File: config.mk
export PLATFORM = sky130hd
export DESIGN_NAME = rr_mux4_tx
export DESIGN_NICKNAME = d
export VERILOG_FILES = /design/src/rtl/rr_mux4_tx.sv
export SDC_FILE = /design/constraint.sdc
export NUM_CORES = 1
export LEC_CHECK = 0
export BUFFER_PORTS_ARGS = -buffer_cell sky130_fd_sc_hd__buf_2
export CORE_ASPECT_RATIO = 0.9
export CORE_MARGIN = 2
export CORE_UTILIZATION = 40
export DETAILED_ROUTE_END_ITERATION = 16
export PLACE_DENSITY = 0.75
export SLEW_MARGIN = 20
export SYNTH_ARGS = -nofsm -noshare
export SYNTH_HDL_FRONTEND = slang
export SYNTH_SLANG_ARGS = --single-unit
File: constraint.sdc
create_clock -name clk -period 2.2 [get_ports clk]
set_input_delay 0.22 -clock clk [delete_from_list [all_inputs] [get_ports clk]]
set_output_delay 0.22 -clock clk [all_outputs]
set_load 0.05 [all_outputs]
File: src/rtl/rr_mux4_tx.sv
// rr_mux4_tx: four-channel round-robin serialiser with channel select and valid toward a 1-to-4 demux
module rr_mux4_tx #(
  parameter int WIDTH = 8
) (
  input  logic               clk,
  input  logic               rst_n,
  input  logic [3:0]         in_valid,
  output logic [3:0]         in_ready,
  input  logic [4*WIDTH-1:0] in_data,
  output logic               out_valid,
  input  logic               out_ready,
  output logic [1:0]         out_sel,
  output logic [WIDTH-1:0]   out_data
);
  typedef enum logic {EMPTY, FULL} state_t;
  state_t     state;
  logic [1:0] ptr;
  logic [1:0] grant;
  logic       load_ok;
  always_comb begin
    grant = ptr;
    for (int k = 3; k >= 0; k--) if (in_valid[ptr + 2'(k)]) grant = ptr + 2'(k);
  end
  assign load_ok   = (state == EMPTY) || out_ready;
  assign in_ready  = (rst_n && load_ok && |in_valid) ? 4'b0001 << grant : 4'b0000;
  assign out_valid = state == FULL;
  always_ff @(posedge clk) begin
    if (!rst_n) begin
      state    <= EMPTY;
      ptr      <= 2'd0;
      out_sel  <= 2'd0;
      out_data <= '0;
    end else if (|in_ready) begin
      state    <= FULL;
      ptr      <= grant + 2'd1;
      out_sel  <= grant;
      out_data <= in_data[grant*WIDTH +: WIDTH];
    end else if (out_ready) begin
      state <= EMPTY;
    end
  end
endmodule

# ---- Word-level counts from Yosys, hierarchy flattened
# Index checks and enable logic that the tools add are counted.
dict set report word_totals {
  ff_bits 13
  input_bits 39
  output_inout_bits 15
  word_cells 36
}
dict set report op_classes {
  add_sub_neg 4
  n_lt_le_gt_ge 4
  shifts 2
  mux 15
  bitwise 1
  n_reduce_logical 6
}
# cell n
set op_table {}
lappend op_table {{$shiftx 32x6->8} 1}
lappend op_table {{$lt 2x3->1 const B} 4}
lappend op_table {{$bmux 1 s2} 4}
lappend op_table {{$mux 2} 4}
lappend op_table {{$reduce_or 4->1} 2}
lappend op_table {{$mux 1} 6}
lappend op_table {{$add 2x1->2 const B} 2}
lappend op_table {{$add 2x2->2 const B} 2}
lappend op_table {{$mux 4} 1}
lappend op_table {{$shl 1x2->4 const A} 1}
lappend op_table {{$logic_and 1x1->1} 2}
lappend op_table {{$reduce_bool 2->1} 1}
lappend op_table {{$logic_or 1x1->1} 1}
lappend op_table {{$not 1->1} 1}

# ---- Logic depth before layout (Yosys ltp)
# Gate-level depths: netlist of run 1.
dict set report logic_depth {
  depth_word 11
  depth_mapped 6
  mapped_depth_nobuf 5
}

# ---- Least setup slack after synthesis of run 1
# No wires, ideal clock.
dict set report synth_timing {
  path_type {register -> output}
  start {register ptr[1]}
  end {output port in_ready[2]}
  arrival_ns 1.924
  required_ns 1.980
  slack_ns 0.056
  path_stages_with_launch 7
  n_path_buf 1
  cell_sequence {dfxtp_1 -> or3b_1 -> o311ai_1 -> o22ai_1 -> nand2b_1 -> buf_6 -> nor2_1}
}
dict set report synth_via {
  elab_chain_len 9
  word_cells_on_any_way 17
  classes_between {3 x add/sub; 1 x shift; 13 x mux}
}
# item line
set synth_rtl {}
lappend synth_rtl {{from (decl)} 17} ;# logic [1:0] ptr;
lappend synth_rtl {{from (signal assigned)} 35} ;# ptr <= grant + 2'd1;
lappend synth_rtl {{$add 2x2->2} 22} ;# for (int k = 3; k >= 0; k--) if (in_valid[ptr + 2'(k)]) grant = ptr + 2'(k);
lappend synth_rtl {{$bmux 1 s2} 22}
lappend synth_rtl {{$mux 1 (implied by the code)} 22}
lappend synth_rtl {{$mux 2 (3 in series)} 22}
lappend synth_rtl {{$mux 2 (*)} 22}
lappend synth_rtl {{$shl 1x2->4 (*)} 25} ;# assign in_ready = (rst_n && load_ok && |in_valid) ? 4'b0001 << grant : 4'b0000;
lappend synth_rtl {{$mux 4 (*)} 25}
lappend synth_rtl {{to (decl)} 8} ;# output logic [3:0] in_ready,
# Every way passes the cells marked *; elsewhere a longest branch is shown, timed or not. The select of a mux whose other input is x is not followed.

# ---- Worst setup path after layout of run 1
dict set report layout_timing {
  start {register ptr[1]}
  end {output port in_ready[3]}
}
# Same word-level chain as after synthesis.

==> results of run 1 <==
Yosys cell counts:
master / count / area share [%]
o311ai_1: 1 / 1.1
a221oi_4: 1 / 3.3
a21oi_1: 4 / 2.6
clkbuf_1: 2 / 0.96
o22ai_1: 2 / 1.6
nand2b_1: 3 / 2.4
xor2_1: 1 / 1.1
nor2_1: 6 / 2.9
buf_6: 2 / 2.9
and3_1: 1 / 0.80
buf_8: 1 / 1.9
a31oi_1: 1 / 0.80
or3b_1: 1 / 1.1
nand2_1: 5 / 2.4
o31ai_1: 1 / 0.96
inv_1: 5 / 2.4
o221ai_1: 8 / 8.9
mux2i_1: 16 / 20
o21ai_0: 3 / 1.9
nand3_1: 10 / 6.4
dfxtp_1: 13 / 33
cell families (layout without fill, tap and decap cells):
kind of cell           Yosys count  after routing  share of synthesized area (%)
AND/OR/NAND/NOR                 26             26                          15.95
flip-flops                      13             13                          33.17
AO/OA/AOI/OAI                   21             21                          21.21
XOR/XNOR                         1              1                          1.117
multiplexers                    16             16                          20.41
buffers and inverters           10             67                          8.134
through the flow:
step	hold WS, ns	std cells	util [%]	worst slack, ns
2_1_floorplan	0.3711	87	-	0.05578
3_3_place_gp	0.4428	164	56.80	0.4474
3_5_place_dp	0.4489	164	56.80	0.4095
4_1_cts	0.2463	168	58.20	0.08326
5_1_grt	0.2523	169	59.40	0.01408
6_report	0.2517	169	59.40	0.1454
what timing repair did:
item / in CTS / in global routing
endpoints found under the setup margin: 0 / 4
resized for setup: 0 / 8
setup buffers: 0 / 1
tightest hold or removal path: stages:
cell and delay [ns]:
buf_2 0.07, mux2i_1 0.05, o221ai_1 0.14
sequential cells by signal, indices dropped and copies added (netlist names):
name / count
out_data: 8
ptr: 2
out_valid: 1
out_sel: 2
how the worst min path moves through the flow:
stage	startpoint	to	slack, ns	cells after the start
floorplan	rst_n	out_sel[0]	0.37	2
global placement	out_sel[1]	out_sel[1]	0.44	2
detailed placement	out_sel[1]	out_sel[1]	0.45	2
CTS	in_data[1]	out_data[1]	0.25	3
global route	in_data[2]	out_data[2]	0.25	3
finish	in_data[1]	out_data[1]	0.25	3
report_power, final:
part | internal, mW | leakage [nW] | switching, mW
combinational | 0.171 | 0.427 | 0.313
clock | 0.0701 | 0.0150 | 0.0751
sequential | 0.283 | 0.108 | 0.0284
total | 0.525 | 0.550 | 0.417
final cells by class:
class / instances / share of cell area [%]
timing repair buffer: 58 / 28.40
clock buffer: 4 / 2.357
inverter: 5 / 1.684
multi-input combinational: 64 / 41.30
tap: 25 / 2.806
sequential: 13 / 23.46
layer usage:
| metal | track usage [%] | vias to the layer above |
|---|---|---|
| li1 | - | 441 |
| met1 | 24.45 | 384 |
| met2 | 28.16 | 40 |
| met3 | 5.921 | 2 |
| met4 | 9.730 | 0 |
| met5 | 0 | - |
==> metrics.txt, run 1 <==
initial antenna violation count=0; Slew headroom=66.40%; total grt overflow=0; Max VDD drop=0.0005258 V; I/O Pins=54; max-slew violation count=0; Final nets=184; crit start category=flip-flop; clk buf depth=2; Buffers & Inverters on Critical Path=1; clock transition at the registers of the reported paths=0.08 ns; commonest non-fill, non-tap cells in the layout=buf_2 (49), mux2i_1 (16), dfxtp_1 (12); worst-path maximum fanout=6; Leakage=0.5502 nW; synthesized area per cell=9.017 um2; CTS Hold Bufs=0; Initial Util=41.80%; met2 routed WL=902 um; Top Layer Used=met4; H-Tree Level Count=1; Data required, critical path=1.98 ns; worst-margin pin slew=0.5026 ns; Crit path max-delay family=simple AND/OR/NAND/NOR gates; DR iter-0 viols=12; Post-Syn Instances=87; fmax=0.4867 GHz; Min-Delay Path Class=in2reg; status=complete, no violations; WL per Instance=12.13 um; Finish-stage setup viols=0; Reg2Reg Depth=6; largest net degree at the start of global routing=16; Crit path depth=6; GP Congestion=0.7013; register area=261.5 um2; critical path's slowest cell=or3b_1; sequential area share after synthesis=33.17%; register bit total from synthesis=13; Die Y=46.02 um; Die W=50.68 um; first-pass GRT wire length=3.229 mm; via count=867; placed cell areas=1066 um2; final instance area=1115 um2; Max stage delay on crit path=0.40 ns; IO Port Bufs=53; Final Power=0.9411 mW; CTS tree=done; Skew-Pair Late Insertion Delay=0.27 ns; critical-path cell list=or3b_1, o311ai_1, o22ai_1, nand2b_1, nor2_1, buf_6; Final period util=93.39%; routed wire length=2.050 mm; area of the multi-input gates=460.4 um2; DR WL met3=181 um; die area=2332 um2; Post-Route Setup TNS=0 ns; Total GRT Usage=18.81%; M1 WL=948 um; RR Endpoint=out_data[3]; post-synth cell types=21; worst reg2reg setup slack=0.46 ns; Area Overhead vs Synth=42.11%; leading cell type in the layout, fill and taps excluded=buf_2; crit path from=ptr[1]; skew final=0.005802 ns; RR Startpoint=ptr[0]; layout cells sized above 1=43.75%; final hold violations=0; first-pass iteration count of the detailed router=4; worst setup path end=in_ready[3]; antenna diode count=0; crit path capture type=primary output; RSZ-0062 raised after global routing=no; clk sinks=13; dpl hpwl=1.578 mm; Synth Warn #=0; Layout fillers=174; Core Rows=15; cts bufs inserted=3; Mapped Area=784.5 um2; vias per std cell=5.130; Syn Nets=126; power per cell area=844.2 nW/um2; DRC=0; vias in the first global route=765; Core Box Area=1877 um2; ANT nets after route=0; max cap viols=0; Worst Path Arrival=1.83 ns; CTS root buffer=clkbuf_4; Final min period=2.055 ns; Crit Path Category=reg2out
(Power assumes the default switching activity.)
==> run 2: changes to the inputs <==
- HOLD_SLACK_MARGIN: unset -> 0.02
- clock period: 2.2 -> 2.13 ns (I/O delays scaled with it)
==> metrics.txt, run 2 (synthesized netlist as in run 1, its figures left out) <==
Final period util=94.82%; worst-path maximum fanout=6 (unchanged); Final Power=0.9659 mW (+2.6%); Die Y=46.02 um (unchanged); clock transition at the registers of the reported paths=0.08 ns (about the same); cts bufs inserted=3 (unchanged); largest net degree at the start of global routing=16 (unchanged); H-Tree Level Count=1 (unchanged); largest reg by FF count=out_data; via count=873 (+0.69%); max FFs per register=8 (unchanged); skew final=0.002948 ns (-0.002854 ns); RSZ-0062 raised after global routing=yes; Initial Util=41.80% (unchanged); post-CTS resize count=0 (unchanged); Data required, critical path=1.92 ns (-0.06 ns); die area=2332 um2 (unchanged); Area Overhead vs Synth=40.35%; CTS tree=done; antenna diode count=0 (unchanged); Final min period=2.020 ns; CTS Hold Bufs=0 (unchanged); vias in the first global route=791 (+3.4%); Buffers & Inverters on Critical Path=2 (+1); first-pass GRT wire length=3.332 mm (+3.2%); vias per std cell=5.196 (+1.3%); Min-Delay Path Class=in2reg; Max stage delay on crit path=0.40 ns (about the same); crit path capture type=primary output; Skew-Pair Late Insertion Delay=0.27 ns (about the same); post-CTS setup buffers=0 (unchanged); Max VDD drop=0.0005327 V (+1.3%); IO Port Bufs=53 (unchanged); Total GRT Usage=19.24% (+0.42 points); critical path's slowest cell=or3b_1; Slew headroom=68.72% (+2.3 points); max cap viols=0 (unchanged); DRC=0 (unchanged); Leakage=0.5451 nW (-0.92%); Die W=50.68 um (unchanged); leading cell type in the layout, fill and taps excluded=buf_2; routed wire length=2.081 mm (+1.5%); I/O Pins=54 (unchanged); worst-margin pin slew=0.4678 ns (-0.03480 ns); Crit path max-delay family=simple AND/OR/NAND/NOR gates; initial antenna violation count=0 (unchanged); Finish-stage setup viols=0 (unchanged); power per cell area=877.2 nW/um2 (+3.9%); status=complete, no violations; ANT nets after route=0 (unchanged); Core Rows=15 (unchanged); post-layout util=58.67% (-0.73 points); fmax=0.4951 GHz; total grt overflow=0 (unchanged); DR iter-0 viols=14 (+2); Crit Path Category=reg2out; commonest non-fill, non-tap cells in the layout=buf_2 (50), mux2i_1 (16), dfxtp_1 (12); first-pass iteration count of the detailed router=4 (unchanged); layout cells sized above 1=43.36% (-0.39 points); final hold violations=0 (unchanged); clk buf depth=2 (unchanged); Core Box Area=1877 um2 (unchanged); CTS root buffer=clkbuf_4; critical-path cell list=or3b_1, o31ai_1, a221oi_4, buf_4, nor2_1, buf_2; crit start category=flip-flop; placed cell areas=1066 um2 (unchanged); dpl hpwl=1.609 mm (+2.0%); WL per Instance=12.39 um (+2.1%); GP Congestion=0.7137 (+1.8%); Worst Path Arrival=1.81 ns (-0.02 ns); clk sinks=13 (unchanged); largest registers=out_data (8), out_sel (2), ptr (2); Final nets=183 (-0.54%); final instance area=1101 um2 (-1.2%); max-slew violation count=0 (unchanged); final hold slack=0.2489 ns (-0.002802 ns)
run 2: cell count changes in the layout (fill, tap and decap cells not counted):
cell      change
clkbuf_4      -1
buf_2         +1
buf_6         -1
run 2: final cells by class:
| type | instances | area (um2) |
|---|---|---|
| multi-input combinational | 64 | 460.4 |
| inverter | 5 | 18.77 |
| timing repair buffer | 57 | 302.8 |
| fill | 176 | 775.7 |
| clock buffer | 4 | 26.28 |
| sequential | 13 | 261.5 |
| tap | 25 | 31.28 |
run 2: report_power, final:
| group | switching (mW) | internal, mW |
|---|---|---|
| Clock | 0.0797 | 0.0725 |
| Sequential | 0.0311 | 0.292 |
| Combinational | 0.320 | 0.170 |
| Total | 0.431 | 0.535 |
run 2: per-layer routing:
layer	global-route usage, %	share of wire, %	vias to the layer above
met4	10.81	0.91	0
met2	29.21	43	47
met1	25.65	47	382
met3	3.947	9.2	2
li1	-	-	442
met5	0	0	-
run 2: worst register-to-register path, cell delays in order (launching register included):
cell      delay (ns)
dfxtp_1         0.36
nand2b_1        0.13
o21ai_0         0.14
a221oi_4        0.35
buf_4           0.31
mux2i_1         0.24
o221ai_1        0.13
run 2: through the flow:
| stage | std cells | worst slack [ns] | setup TNS [ns] |
|---|---|---|---|
| 2_1_floorplan | 87 | -0.007221 | -0.01444 |
| 3_3_place_gp | 164 | 0.3867 | 0 |
| 3_5_place_dp | 164 | 0.3557 | 0 |
| 4_1_cts | 168 | 0.03705 | 0 |
| 5_1_grt | 168 | -0.04128 | -0.04467 |
| 6_report | 168 | 0.1103 | 0 |
run 2: worst paths after layout:
check	to	cells past startpoint	startpoint	slack [ns]
worst max-delay path	in_ready[0]	6	ptr[1]	0.11
worst min-delay path	out_data[7]	3	in_data[7]	0.25
worst max register to register	out_data[0]	6	ptr[0]	0.35
worst min register to register	out_sel[1]	2	out_sel[1]	0.45
==> run 3: changes to the inputs <==
- CELL_PAD_IN_SITES_DETAIL_PLACEMENT: unset -> 1
- CELL_PAD_IN_SITES_GLOBAL_PLACEMENT: unset -> 2
- CORE_MARGIN: 2 -> 1.5
- CORE_UTILIZATION: 40 -> 21
- CTS_CLUSTER_DIAMETER: unset -> 60
==> metrics.txt, run 3 (synthesized netlist as in run 1, its figures left out) <==
dpl hpwl=2.148 mm (+34%); commonest non-fill, non-tap cells in the layout=buf_2 (50), mux2i_1 (16), dfxtp_1 (12); clk sinks=13 (unchanged); via count=906 (+3.8%); power per cell area=904.9 nW/um2 (+3.2%); Final min period=2.019 ns (-0.0002870 ns); Max stage delay on crit path=0.41 ns (about the same); Total GRT Usage=13.66% (-5.6 points); Data required, critical path=1.92 ns (about the same); total grt overflow=0 (unchanged); Pint=0.6100 mW (+14%); first-pass GRT wire length=4.084 mm (+23%); switching part of the total=43.29% (-1.4 points); Post-Route Setup TNS=0 ns (unchanged); Slew headroom=66.44% (-2.3 points); final cell count without fillers=189 (+13%); Area Overhead vs Synth=51.52%; vias in the first global route=930 (+18%); post-layout util=34.17% (-24 points); startpoint of the worst hold path=in_data[6]; max FFs per register=8 (unchanged); crit path from=ptr[1]; Worst Path Arrival=1.81 ns (about the same); ANT nets after route=0 (unchanged); combinational share of power=48.9% (-1.9 points); clk buf depth=2 (unchanged); NetSw=0.4656 mW (+8.0%); first-pass iteration count of the detailed router=4 (unchanged); Crit Path Category=reg2out; die area=4112 um2 (+76%); max cap viols=0 (unchanged); area of the multi-input gates=481.7 um2 (+4.6%); vias per std cell=4.794 (-7.8%); largest registers=out_data (8), out_sel (2), ptr (2); Core Rows=20 (+5); Leakage=0.5776 nW (+6.0%); Final nets=185 (+1.1%); Finish-stage setup viols=0 (unchanged); status=complete, no violations; placed cell areas=1105 um2 (+3.6%); Max VDD drop=0.0004087 V (-23%); leading cell type in the layout, fill and taps excluded=buf_2; IO Port Bufs=53 (unchanged); crit start category=flip-flop; clock transition at the registers of the reported paths=0.06 ns (-0.02 ns); Final period util=94.81% (about the same); Die Y=60.99 um (+33%); DR iter-0 viols=12 (-2); max-slew violation count=0 (unchanged); final hold slack=0.2792 ns (+0.03028 ns); RSZ-0062 raised after global routing=no; CTS root buffer=clkbuf_8; critical-path cell list=or3b_4, o31ai_1, a221oi_4, buf_4, nor2_1, buf_2; fmax=0.4952 GHz (about the same); Core Box Area=3478 um2 (+85%); final instance area=1189 um2 (+8.0%); layout cells sized above 1=48.28% (+4.9 points); worst-path maximum fanout=6 (unchanged); register area=261.5 um2 (unchanged); skew final=0.006529 ns (+0.003580 ns); initial antenna violation count=0 (unchanged); CTS tree=done; RR Startpoint=ptr[0]; routed wire length=2.701 mm (+30%); cts bufs inserted=3 (unchanged); WL per Instance=14.29 um (+15%); GP Congestion=0.7612 (+6.7%); critical path's slowest cell=or3b_4; Post-Place Cells=185 (+13%); H-Tree Level Count=1 (unchanged); largest reg by FF count=out_data; DRC=0 (unchanged); Skew-Pair Late Insertion Delay=0.25 ns (-0.02 ns); Initial Util=22.55% (-19 points); antenna diode count=0 (unchanged); largest net degree at the start of global routing=14 (-2); sequential share of power=30.1% (-3.4 points); worst-margin pin slew=0.5020 ns (+0.03417 ns); final hold violations=0 (unchanged); Die W=67.43 um (+33%); Clock Power Share=21.0% (+5.2 points); Layout fillers=445 (+150%); Min-Delay Path Class=in2reg; crit path capture type=primary output; I/O Pins=54 (unchanged)
==> run 3: worst max-delay path, delay by kind of cell (launching register included) <==
kind / cells / cell delay, ns
compound gates: 2 / 0.23
simple gates: 2 / 0.51
flops: 1 / 0.36
buf+inv: 2 / 0.47
==> run 3: worst paths after layout <==
kind                      end  slack (ns)  depth (start not counted)
setup / recovery  in_ready[0]        0.11                          6
hold / removal    out_data[6]        0.28                          3
setup reg to reg  out_data[1]        0.35                          6
hold reg to reg    out_sel[0]        0.46                          2
==> run 3: stage by stage <==
stage,worst slack [ns],total power [mW]
after floorplan,-0.007221,0.7053
after global placement,0.3311,0.8261
after detailed placement,0.2295,0.8402
after CTS,0.02054,1.072
after global routing,0.01680,1.141
final,0.1106,1.076
==> run 3: area by class of cell <==
type	instances	share of cell area, %
multi-input combinational	64	40.53
timing repair buffer	59	27.37
sequential	13	22.00
tap	44	4.632
clock buffer	3	3.474
inverter	5	1.579
clock inverter	1	0.4211
==> run 3: power by group through the flow <==
stage               combinational [mW]  sequential (mW)  clock [mW]
floorplan                        0.241            0.464           0
global placement                 0.501            0.325           0
detailed placement               0.514            0.326           0
CTS                              0.517            0.321       0.234
global route                     0.563            0.329       0.248
finish                           0.526            0.324       0.226
==> run 3: repair_timing <==
action,4_1_cts,5_1_grt
buffers inserted,0,0
gates resized for setup,2,10
pin swaps,0,1
endpoints found under the setup margin,2,4
hold buffers,0,0
gates cloned,0,0
==> run 3: layer usage <==
metal / wire length (um) / part of all wire [%] / global-route usage (%)
met1: 1069 / 40 / 14.33
met2: 1418 / 52 / 26.17
met3: 179 / 6.6 / 2.783
met4: 34 / 1.3 / 6.414
met5: 0 / 0 / 0
